**src/rtl/myproject_dense_acc_requant.sv**
```systemverilog
// myproject_dense_acc_requant
//   Dense-layer accumulate + requantize stage. Sums N_IN signed product terms
//   (PROD_W bits, FRAC_SHIFT more fractional bits than the output) plus a
//   per-neuron bias, rounds half-up, saturates to OUT_W, optional ReLU, and
//   hands one result per neuron to the next stage.
// Ports:
//   ap_clk, ap_rst            clock / async active-high reset
//   in_data/in_valid/in_last  product term stream, in_ready back-pressures it
//   bias                      neuron bias, taken with the first term only
//   out_data/out_valid        result, held until out_ready
//   err_last                  sticky: in_last disagreed with the term count
module myproject_dense_acc_requant #(
  parameter int N_IN       = 16,
  parameter int PROD_W     = 26,
  parameter int ACC_W      = 32,
  parameter int OUT_W      = 16,
  parameter int FRAC_SHIFT = 10,
  parameter int RELU       = 0
) (
  input  logic                     ap_clk,
  input  logic                     ap_rst,
  input  logic signed [PROD_W-1:0] in_data,
  input  logic                     in_valid,
  input  logic                     in_last,
  output logic                     in_ready,
  input  logic signed [OUT_W-1:0]  bias,
  output logic signed [OUT_W-1:0]  out_data,
  output logic                     out_valid,
  input  logic                     out_ready,
  output logic                     err_last
);

  localparam int CNT_W = $clog2(N_IN);
  localparam logic [CNT_W-1:0] CNT_LAST = CNT_W'(N_IN - 1);

  localparam logic [0:0] ST_ACCUM = 1'b0;
  localparam logic [0:0] ST_HOLD  = 1'b1;

  // One extra bit on the rounding path so adding the half-LSB never wraps.
  localparam logic signed [ACC_W:0] RND_HALF = (ACC_W+1)'(1) <<< (FRAC_SHIFT - 1);
  localparam logic signed [ACC_W:0] SAT_MAX  = {{(ACC_W+1-OUT_W){1'b0}}, 1'b0, {(OUT_W-1){1'b1}}};
  localparam logic signed [ACC_W:0] SAT_MIN  = {{(ACC_W+2-OUT_W){1'b1}}, {(OUT_W-1){1'b0}}};

  logic [0:0]               state;
  logic [CNT_W-1:0]         cnt;
  logic signed [ACC_W-1:0]  acc;

  logic                     accept;
  logic                     last_term;
  logic signed [ACC_W-1:0]  bias_ext;
  logic signed [ACC_W-1:0]  prod_ext;
  logic signed [ACC_W-1:0]  base;
  logic signed [ACC_W-1:0]  sum;
  logic signed [ACC_W:0]    rnd;
  logic signed [ACC_W:0]    shf;
  logic signed [OUT_W-1:0]  sat;
  logic signed [OUT_W-1:0]  res;

  assign in_ready  = (state == ST_ACCUM) && !ap_rst;
  assign accept    = in_valid && in_ready;
  assign last_term = (cnt == CNT_LAST);

  // Bias is aligned to the product binary point so it joins the sum exactly.
  assign bias_ext = {{(ACC_W-OUT_W){bias[OUT_W-1]}}, bias} <<< FRAC_SHIFT;
  assign prod_ext = {{(ACC_W-PROD_W){in_data[PROD_W-1]}}, in_data};
  assign base     = (cnt == '0) ? bias_ext : acc;
  assign sum      = base + prod_ext;
  assign rnd      = {sum[ACC_W-1], sum} + RND_HALF;
  assign shf      = rnd >>> FRAC_SHIFT;

  always_comb begin
    sat = shf[OUT_W-1:0];
    if (shf > SAT_MAX)      sat = SAT_MAX[OUT_W-1:0];
    else if (shf < SAT_MIN) sat = SAT_MIN[OUT_W-1:0];
    res = sat;
    if (RELU != 0 && sat[OUT_W-1]) res = '0;
  end

  always_ff @(posedge ap_clk or posedge ap_rst) begin
    if (ap_rst) begin
      state     <= ST_ACCUM;
      cnt       <= '0;
      acc       <= '0;
      out_data  <= '0;
      out_valid <= 1'b0;
      err_last  <= 1'b0;
    end else begin
      case (state)
        ST_ACCUM: begin
          if (accept) begin
            // Grouping is purely by count; in_last is only cross-checked.
            if (in_last != last_term) err_last <= 1'b1;
            if (last_term) begin
              out_data  <= res;
              out_valid <= 1'b1;
              cnt       <= '0;
              state     <= ST_HOLD;
            end else begin
              acc <= sum;
              cnt <= cnt + 1'b1;
            end
          end
        end
        default: begin
          if (out_ready) begin
            out_valid <= 1'b0;
            state     <= ST_ACCUM;
          end
        end
      endcase
    end
  end

endmodule

```
**config.mk**
```make
export PLATFORM = sky130hd
export DESIGN_NAME = myproject_dense_acc_requant
export DESIGN_NICKNAME = d
export VERILOG_FILES = /design/src/rtl/myproject_dense_acc_requant.sv
export SDC_FILE = /design/constraint.sdc
export NUM_CORES = 1
export LEC_CHECK = 0
export CAP_MARGIN = 25
export CORE_MARGIN = 3
export CORE_UTILIZATION = 60
export CTS_BUF_LIST = sky130_fd_sc_hd__clkbuf_4 sky130_fd_sc_hd__clkbuf_8
export CTS_CLUSTER_SIZE = 8
export DETAILED_ROUTE_END_ITERATION = 10
export PLACE_DENSITY = 0.86
export SKIP_LAST_GASP = 1
export SLEW_MARGIN = 40
export SYNTH_ARGS = -nofsm -noshare
export SYNTH_HDL_FRONTEND = slang
export SYNTH_SLANG_ARGS = --single-unit
```
**constraint.sdc**
```tcl
create_clock -name ap_clk -period 13.1 [get_ports ap_clk]
set_input_delay 1.31 -clock ap_clk [delete_from_list [all_inputs] [get_ports ap_clk]]
set_output_delay 1.31 -clock ap_clk [all_outputs]
set_load 0.01 [all_outputs]
```
==> flow_metrics.tcl, run 1 <==
set metrics [dict create \
    dr.pass1.iters 5 \
    wirelength_um 13800 \
    cp-start-kind "register" \
    dieArea_mm2 0.00961 \
    rows 32 \
    path_cells "inv_1, ha_1, or3b_2, and2_1, ha_1, fa_1, a211oi_2, o21ai_2, a221oi_1, xnor2_1, nor3b_2, and4_1, nand4_1, or2_1, or4_1, nand4_1, nand2_1, a221o_1" \
    cts_root_buf "clkbuf_8" \
    min-delay-path-class "reg2reg" \
    cts_resized 0 \
    initial_core_util_pct 63.8 \
    fin_crit_sh_pct 47.2 \
    hpwl_um 10200 \
    placed_cell_area_mm2 0.00573 \
    design_area_mm2 0.00582 \
    min-delay-start "err_last$_DFFE_PP0P_" \
    crit_family "simple AND/OR/NAND/NOR gates" \
    async_reset_ff_share_pct 100 \
    grt_pass1_vias 4831 \
    vias 5046 \
    n_antenna_cell 0 \
    postCtsSetupBuffers 0 \
    cts_tree "yes" \
    fin_setup_tns_ps 0 \
    cap_violations 0 \
    worst-path-buf-inv 1 \
    drtIter0Drc 386 \
    syn-num-nets 701 \
    antenna_found_initial 0 \
    area_delta_synth_final_pct 14.6 \
    min_period_ps 6180 \
    startpoint "cnt[0]$_DFFE_PP0P_" \
    crit_path_max_incr_delay_ps 780 \
    grt_pass1_wl_um 22700 \
    ys_warn_count 0 \
    synth-edff-count 0 \
    critical_path_required_ps 13320 \
    rsz0062_at_grt "no" \
    slew_viol_final 0 \
    die_height_um 98.0 \
    clock_sinks 55 \
    viasPerCell 6.62 \
    grt_start_max_net_pins 56 \
    ant_nets 0 \
    yosysSeqAreaShare_pct 27.1 \
    hold_viol 0 \
    nNetsFinal 741 \
    htree_levels 2 \
    crit_path_top_delay_cell "or3b_2" \
    reg2reg_from "cnt[0]$_DFFE_PP0P_" \
    yosys.cell_types.count 78 \
    grt_util_all_layers_pct 28.5 \
    fmax_ghz 0.162 \
    tightestPinTransition_ps 845 \
    fin_util_pct 73.1 \
    synthCells 619 \
    post_drt_wl_per_cell_um 18.0 \
    io_buffer_count 65 \
    setup_viol 0 \
    clock_latency_ps 330 \
    finalWeightedCongestion 0.970 \
    cts_buffers 5 \
    hold_buffers 0 \
    die_w_um 98.0 \
    netlist_area_mm2 0.00508 \
    crit_type "reg2reg" \
    drc 0 \
    maxSlewHeadroom_pct 43.3 \
    cp-end-kind "register" \
    finClkSkew_ps 11.2 \
    status "complete, no violations" \
    syn_area_per_cell_um2 8.21 \
    synthFlopType "dfrtp_1" \
    io_pins 66 \
    overflow 0 \
    clkSlewWorstSetupHoldPaths_ps 110 \
    core_mm2 0.00797 \
    ys_ff_latch 55 \
    worstPathMaxFanout 32 \
    layout-drive-gt1-share_pct 7.73 \
    arrival_ps 6400 \
    cts.path.max_buffers 2 \
]
[synthesized netlist by cell type, drive strengths merged (5+ instances only)]
library cell	instances	area, um^2
a31oi	5	31.3
nor4	9	56.3
a21oi	36	184
a221o	16	160
o21ai	48	259
and3	5	31.3
mux2	13	146
a211oi	9	87.6
o21a	5	45.0
nor3	15	75.1
o21bai	7	56.3
nor2	22	82.6
nand3	12	60.1
a21o	7	52.6
nand4	17	121
dfrtp	55	1380
and2	20	125
nand2	119	449
inv	12	45.0
clkbuf	19	71.3
xor2	11	96.3
buf	15	90.1
or3	5	36.3
ha	34	425
xnor2	32	295
o211ai	12	109
[state kept, by name, summed over array words and instances (netlist names)]
| register | flops |
|---|---|
| out_valid | 1 |
| state | 1 |
| cnt | 4 |
| out_data | 16 |
| err_last | 1 |
| acc | 32 |
[layout by cell type, fill, tap and decap left out, types with 3 or more instances in the layout]
| master | count |
|---|---|
| a211oi_1 | 5 |
| a211oi_2 | 4 |
| a21o_1 | 7 |
| a21oi_1 | 35 |
| a221o_1 | 16 |
| a22oi_1 | 3 |
| a31oi_1 | 5 |
| and2_1 | 20 |
| and3_1 | 5 |
| and4_1 | 4 |
| clkbuf_8 | 6 |
| clkdlybuf4s50_1 | 65 |
| dfrtp_1 | 55 |
| ha_1 | 34 |
| inv_1 | 11 |
| mux2_2 | 13 |
| nand2_1 | 118 |
| nand2b_1 | 4 |
| nand3_1 | 12 |
| nand4_1 | 16 |
| nor2_1 | 22 |
| nor3_1 | 15 |
| nor4_1 | 9 |
| o211ai_1 | 10 |
| o21a_1 | 4 |
| o21ai_0 | 41 |
| o21ai_1 | 4 |
| o21bai_1 | 6 |
| o31ai_1 | 3 |
| or2_2 | 3 |
| or3_1 | 4 |
| xnor2_1 | 30 |
| xor2_1 | 11 |
[metal layers]
metal / up-vias / part of all wire, % / global-route usage, %
li1: 2353 / - / -
met1: 2397 / 43 / 37.7
met2: 235 / 46 / 45.8
met3: 61 / 6.9 / 4.57
met4: 0 / 4.2 / 13.4
met5: - / 0 / 0
[layout make-up]
type	count	area, um^2
inverter	12	45.0
multi-input combinational	518	3510
timing repair buffer	67	666
tap	102	128
fill	639	2140
clock buffer	6	82.6
clock inverter	2	16.3
sequential	55	1380
[logic make-up after synthesis]
family | after synthesis | synth area share [%]
mux | 15 | 3.27
flops | 55 | 27.1
fa+ha+maj | 35 | 8.76
simple gates | 252 | 24.9
compound gates | 173 | 24.2
buf+inv | 46 | 4.06
xor+xnor | 43 | 7.71
[stage by stage]
step | hold WS, ps | worst slack (ps) | std cells
after floorplan | 442 | 7870 | 619
after global placement | 441 | 7240 | 754
after detailed placement | 451 | 7050 | 754
after CTS | 476 | 7020 | 762
after global routing | 500 | 6640 | 762
final | 470 | 6920 | 762
[final timing paths]
path	cells after the start	slack, ps	end
min in group asynchronous	3	1530	err_last$_DFFE_PP0P_
max in group asynchronous	3	11080	out_data[3]$_DFFE_PP0P_
worst min-delay path	1	470	err_last$_DFFE_PP0P_
worst max register to register	18	6920	out_data[1]$_DFFE_PP0P_
worst max-delay path	18	6920	out_data[1]$_DFFE_PP0P_
worst min register to register	1	470	err_last$_DFFE_PP0P_
Power of run 1 is not shown: default switching activity piles up to over one toggle a cycle in this logic, so the estimate is an artifact.
==> inputs of run 2 (changes only) <==
--- a/config.mk
+++ b/config.mk
@@ -7,11 +7,11 @@
 export LEC_CHECK = 0
 export CAP_MARGIN = 25
 export CORE_MARGIN = 3
-export CORE_UTILIZATION = 60
+export CORE_UTILIZATION = 58
 export CTS_BUF_LIST = sky130_fd_sc_hd__clkbuf_4 sky130_fd_sc_hd__clkbuf_8
 export CTS_CLUSTER_SIZE = 8
 export DETAILED_ROUTE_END_ITERATION = 10
-export PLACE_DENSITY = 0.86
+export PLACE_DENSITY = 0.83
 export SKIP_LAST_GASP = 1
 export SLEW_MARGIN = 40
 export SYNTH_ARGS = -nofsm -noshare
==> constraint.sdc (replaced) <==
create_clock -name ap_clk -period 5.7 [get_ports ap_clk]
set_input_delay 0.57 -clock ap_clk [delete_from_list [all_inputs] [get_ports ap_clk]]
set_output_delay 0.57 -clock ap_clk [all_outputs]
set_load 0.01 [all_outputs]
==> flow_metrics.tcl, run 2 (synthesized netlist as in run 1, its figures left out) <==
set metrics [dict create \
    tightestPinTransition_ps 798 \
    dpl.cell_count 769 \
    io_buffer_count 65 \
    dieArea_mm2 0.00992 \
    dr.pass1.iters 5 \
    ant_nets 0 \
    grt_util_all_layers_pct 28.0 \
    post_drt_wl_per_cell_um 17.8 \
    nNetsFinal 758 \
    antenna_found_initial 0 \
    finClkSkew_ps 8.09 \
    critical_path_required_ps 5910 \
    cts_root_buf "clkbuf_8" \
    cp-endpoint "out_data[2]$_DFFE_PP0P_" \
    initial_core_util_pct 60.6 \
    hold_depth 1 \
    worstPathMaxFanout 22 \
    whs_ps 476 \
    cp-start-kind "register" \
    cts_tree "yes" \
    setup_viol 0 \
    pre_cts_slack_ps 138 \
    drtIter0Drc 288 \
    hold_viol 0 \
    crit_path_max_incr_delay_ps 700 \
    grt_pass1_vias 4773 \
    rows 33 \
    layout-drive-gt1-share_pct 10.6 \
    cp-end-kind "register" \
    die_height_um 99.6 \
    maxSlewHeadroom_pct 46.3 \
    final_common_cell "nand2_1" \
    fmax_ghz 0.185 \
    drc 0 \
    reg2reg_from "cnt[0]$_DFFE_PP0P_" \
    core_mm2 0.00838 \
    overflow 0 \
    htree_levels 2 \
    finalWeightedCongestion 0.930 \
    io_pins 66 \
    startpoint "cnt[0]$_DFFE_PP0P_" \
    n_antenna_cell 0 \
    rsz0062_at_grt "no" \
    status "complete, no violations" \
    cap_violations 0 \
    largest_reg_flops 32 \
    ff2ff_setup_slack_ps 290 \
    cts.path.max_buffers 2 \
    final_cell_mix "nand2_1 (117), clkdlybuf4s50_1 (65), dfrtp_1 (55)" \
    path_cells "inv_1, ha_1, or3b_4, buf_4, nand2_1, nand2_1, ha_1, and4_1, and2_1, a22oi_2, a21oi_2, xnor2_1, or4_1, a2111o_1, o21bai_1, o31ai_1, and4_1, o21a_4, a221o_1" \
    crit_path_top_delay_cell "or4_1" \
    crit_type "reg2reg" \
    grt_pass1_wl_um 22600 \
    clkSlewWorstSetupHoldPaths_ps 110 \
    fin_crit_sh_pct 95.0 \
    slew_viol_final 0 \
    arrival_ps 5620 \
    top_regs "acc x32, out_data x16, cnt x4" \
    cts_buffers 5 \
    r2r-end "out_data[2]$_DFFE_PP0P_" \
    wirelength_um 14000 \
    min_period_ps 5410 \
    grt_start_max_net_pins 56 \
    final_cells 782 \
    fill_cells 659 \
    hold_buffers 0 \
    area_delta_synth_final_pct 17.7 \
    fin_setup_tns_ps 0 \
    viasPerCell 6.38 \
    clock_latency_ps 320 \
    vias 4988 \
    rr_worst_depth 19 \
    min-delay-path-class "reg2reg" \
    hpwl_um 10700 \
    regMostFlops "acc" \
    clock_sinks 55 \
    setup_slack_ps 286 \
    die_w_um 99.6 \
]
## run 2: how the worst min path moves through the flow
stage / from / end / slack [ps]
after global placement: err_last$_DFFE_PP0P_ / err_last$_DFFE_PP0P_ / 440
after CTS: err_last$_DFFE_PP0P_ / err_last$_DFFE_PP0P_ / 480
after global routing: err_last$_DFFE_PP0P_ / err_last$_DFFE_PP0P_ / 490
after detailed placement: err_last$_DFFE_PP0P_ / err_last$_DFFE_PP0P_ / 450
after floorplan: acc[2]$_DFFE_PP0P_ / acc[2]$_DFFE_PP0P_ / 440
final: err_last$_DFFE_PP0P_ / err_last$_DFFE_PP0P_ / 480
## run 2: layout make-up
class / instances / area (um^2) / area share [%]
inverters: 12 / 45.0 / 0.753
repair buffers: 84 / 806 / 13.5
clock buffers: 5 / 68.8 / 1.15
clock inverters: 3 / 22.5 / 0.376
multi-input cells: 518 / 3530 / 59.1
well taps: 105 / 131 / 2.20
flip-flops and latches: 55 / 1380 / 23.0
## run 2: through the flow
step | utilization [%] | instance area (um^2)
final | 71.4 | 5980
after global routing | 71.4 | 5980
after CTS | 70.6 | 5920
after detailed placement | 69.5 | 5830
after global placement | 69.5 | 5830
after floorplan | - | 5080
## run 2: metal layers
layer  wire, um  global-route usage, %  vias up
li1           -                      -     2394
met2       6570                   45.9      203
met3        977                   3.65       34
met1       6010                   38.2     2357
met4        401                   9.77        0
met5          0                      0        -
## run 2: worst max-delay path, delay by kind of cell (launching register included)
family	cells	cell delay, ps
AOI/OAI and AO/OA	7	1640
buffers and inverters	2	350
xor gates and xnor gates	1	210
adders and majority gates	2	610
and+or+nand+nor	7	2020
DFF	1	430
## run 2: timing repair
item                                   4_1_cts  5_1_grt
resized for setup                            0        7
endpoints found under the hold margin        0        0
buffers inserted                             0        5
setup endpoints to repair                    0       15
Power of run 2 is left out for the same reason.
==> inputs of run 3 (changes only) <==
--- a/config.mk
+++ b/config.mk
@@ -7,11 +7,12 @@
 export LEC_CHECK = 0
 export CAP_MARGIN = 25
 export CORE_MARGIN = 3
-export CORE_UTILIZATION = 58
+export CORE_UTILIZATION = 60
 export CTS_BUF_LIST = sky130_fd_sc_hd__clkbuf_4 sky130_fd_sc_hd__clkbuf_8
 export CTS_CLUSTER_SIZE = 8
 export DETAILED_ROUTE_END_ITERATION = 10
-export PLACE_DENSITY = 0.83
+export DONT_BUFFER_PORTS = 1
+export PLACE_DENSITY = 0.76
 export SKIP_LAST_GASP = 1
 export SLEW_MARGIN = 40
 export SYNTH_ARGS = -nofsm -noshare
==> flow_metrics.tcl, run 3 (synthesized netlist as in run 1, its figures left out) <==
set metrics [dict create \
    cts_buffers 5 \
    final_common_cell "nand2_1" \
    fin_crit_sh_pct 96.2 \
    worstPathMaxFanout 15 \
    final_cell_mix "nand2_1 (117), dfrtp_1 (55), o21ai_0 (40)" \
    grt_start_max_net_pins 56 \
    status "complete, no violations" \
    fmax_ghz 0.182 \
    nNetsFinal 700 \
    overflow 0 \
    pre_cts_slack_ps 36.7 \
    dr.pass1.iters 5 \
    io_buffer_count 0 \
    crit_type "reg2reg" \
    final_cells 721 \
    cp-start-kind "register" \
    hold_viol 0 \
    area_delta_synth_final_pct 6.38 \
    cts_root_buf "clkbuf_8" \
    cap_violations 0 \
    clkSlewWorstSetupHoldPaths_ps 120 \
    cts_tree "yes" \
    rows 32 \
    min-delay-path-class "in2async" \
    dpl.cell_count 705 \
    vias 4795 \
    slew_viol_final 0 \
    post_drt_wl_per_cell_um 19.1 \
    multi_input_area_mm2 0.00355 \
    setup_slack_ps 219 \
    dieArea_mm2 0.00961 \
    cts.path.max_buffers 2 \
    layout-drive-gt1-share_pct 13.2 \
    finClkSkew_ps 19.4 \
    rsz0062_at_grt "no" \
    io_pins 66 \
    core_mm2 0.00797 \
    min_period_ps 5480 \
    regMostFlops "acc" \
    critical_path_required_ps 5900 \
    die_w_um 98.0 \
    maxSlewHeadroom_pct 50.9 \
    antenna_found_initial 0 \
    clock_latency_ps 330 \
    cp-end-kind "register" \
    seq_area_mm2 0.00138 \
    arrival_ps 5680 \
    grt_pass1_wl_um 22600 \
    top_regs "acc x32, out_data x16, cnt x4" \
    largest_reg_flops 32 \
    htree_levels 2 \
    tightestPinTransition_ps 731 \
    grt_pass1_vias 4397 \
    viasPerCell 6.65 \
    fin_setup_tns_ps 0 \
    initial_core_util_pct 63.8 \
    clock_sinks 55 \
    hold_buffers 0 \
    grt_util_all_layers_pct 28.5 \
    setup_viol 0 \
    drc 0 \
    die_height_um 98.0 \
    wirelength_um 13800 \
    drtIter0Drc 377 \
    finalWeightedCongestion 0.889 \
    fill_cells 704 \
    ant_nets 0 \
    hpwl_um 10400 \
    n_antenna_cell 0 \
]
[run 3: changes by cell type in the layout (fill, tap and decap cells not counted), sizes merged]
cell | previous run | this run
buf | 19 | 26
bufinv | 0 | 1
clkbuf | 5 | 6
clkdlybuf4s50 | 65 | 0
clkinv | 2 | 0
[run 3: repair_timing]
item | 4_1_cts | 5_1_grt
endpoints found under the hold margin | 0 | 0
setup buffers | 0 | 8
resized for setup | 0 | 9
setup endpoints to repair | 0 | 15
[run 3: worst max-delay path: stages (launching register included)]
cell and delay, ps:
dfrtp_1 440, inv_1 100, ha_1 150, or3b_2 500, and2_1 190, ha_1 230, fa_1 450, a211oi_2 340
o21ai_2 170, a221oi_2 320, xnor2_1 240, nor3b_4 330, and4_1 300, nand4_1 180, or2_1 260, or4_1 520
nand4_1 130, nand2_2 190, a221o_1 330
[run 3: stage by stage]
stage,hold WS (ps),instance area (um^2),util (%)
floorplan,442,5080,-
global placement,456,5190,65.1
detailed placement,463,5190,65.1
CTS,321,5300,66.6
global route,323,5410,67.9
finish,318,5410,67.9
[run 3: path summary, 6_finish.rpt]
kind / startpoint / end / slack [ps] / cells after the start
max: cnt[0]$_DFFE_PP0P_ / out_data[5]$_DFFE_PP0P_ / 220 / 18
min: ap_rst / out_data[14]$_DFFE_PP0P_ / 320 / 2
max reg2reg: cnt[0]$_DFFE_PP0P_ / out_data[5]$_DFFE_PP0P_ / 220 / 18
min reg2reg: acc[5]$_DFFE_PP0P_ / acc[5]$_DFFE_PP0P_ / 490 / 2
max in group asynchronous: ap_rst / acc[20]$_DFFE_PP0P_ / 4900 / 2
min in group ap_clk: out_ready / state$_DFF_PP0_ / 330 / 1
[run 3: area by class of cell]
cell class | count | area share, %
timing repair buffer | 26 | 3.61
clock buffer | 6 | 1.41
multi-input combinational | 518 | 65.6
clock inverter | 2 | 0.717
sequential | 55 | 25.5
tap | 102 | 2.36
inverter | 12 | 0.833
[run 3: layer usage]
layer	global-route usage, %	routed length (um)
met1	41.8	6140
met2	44.7	6410
met3	3.93	1010
met4	6.50	232
met5	0	0
Power of run 3 is left out for the same reason.
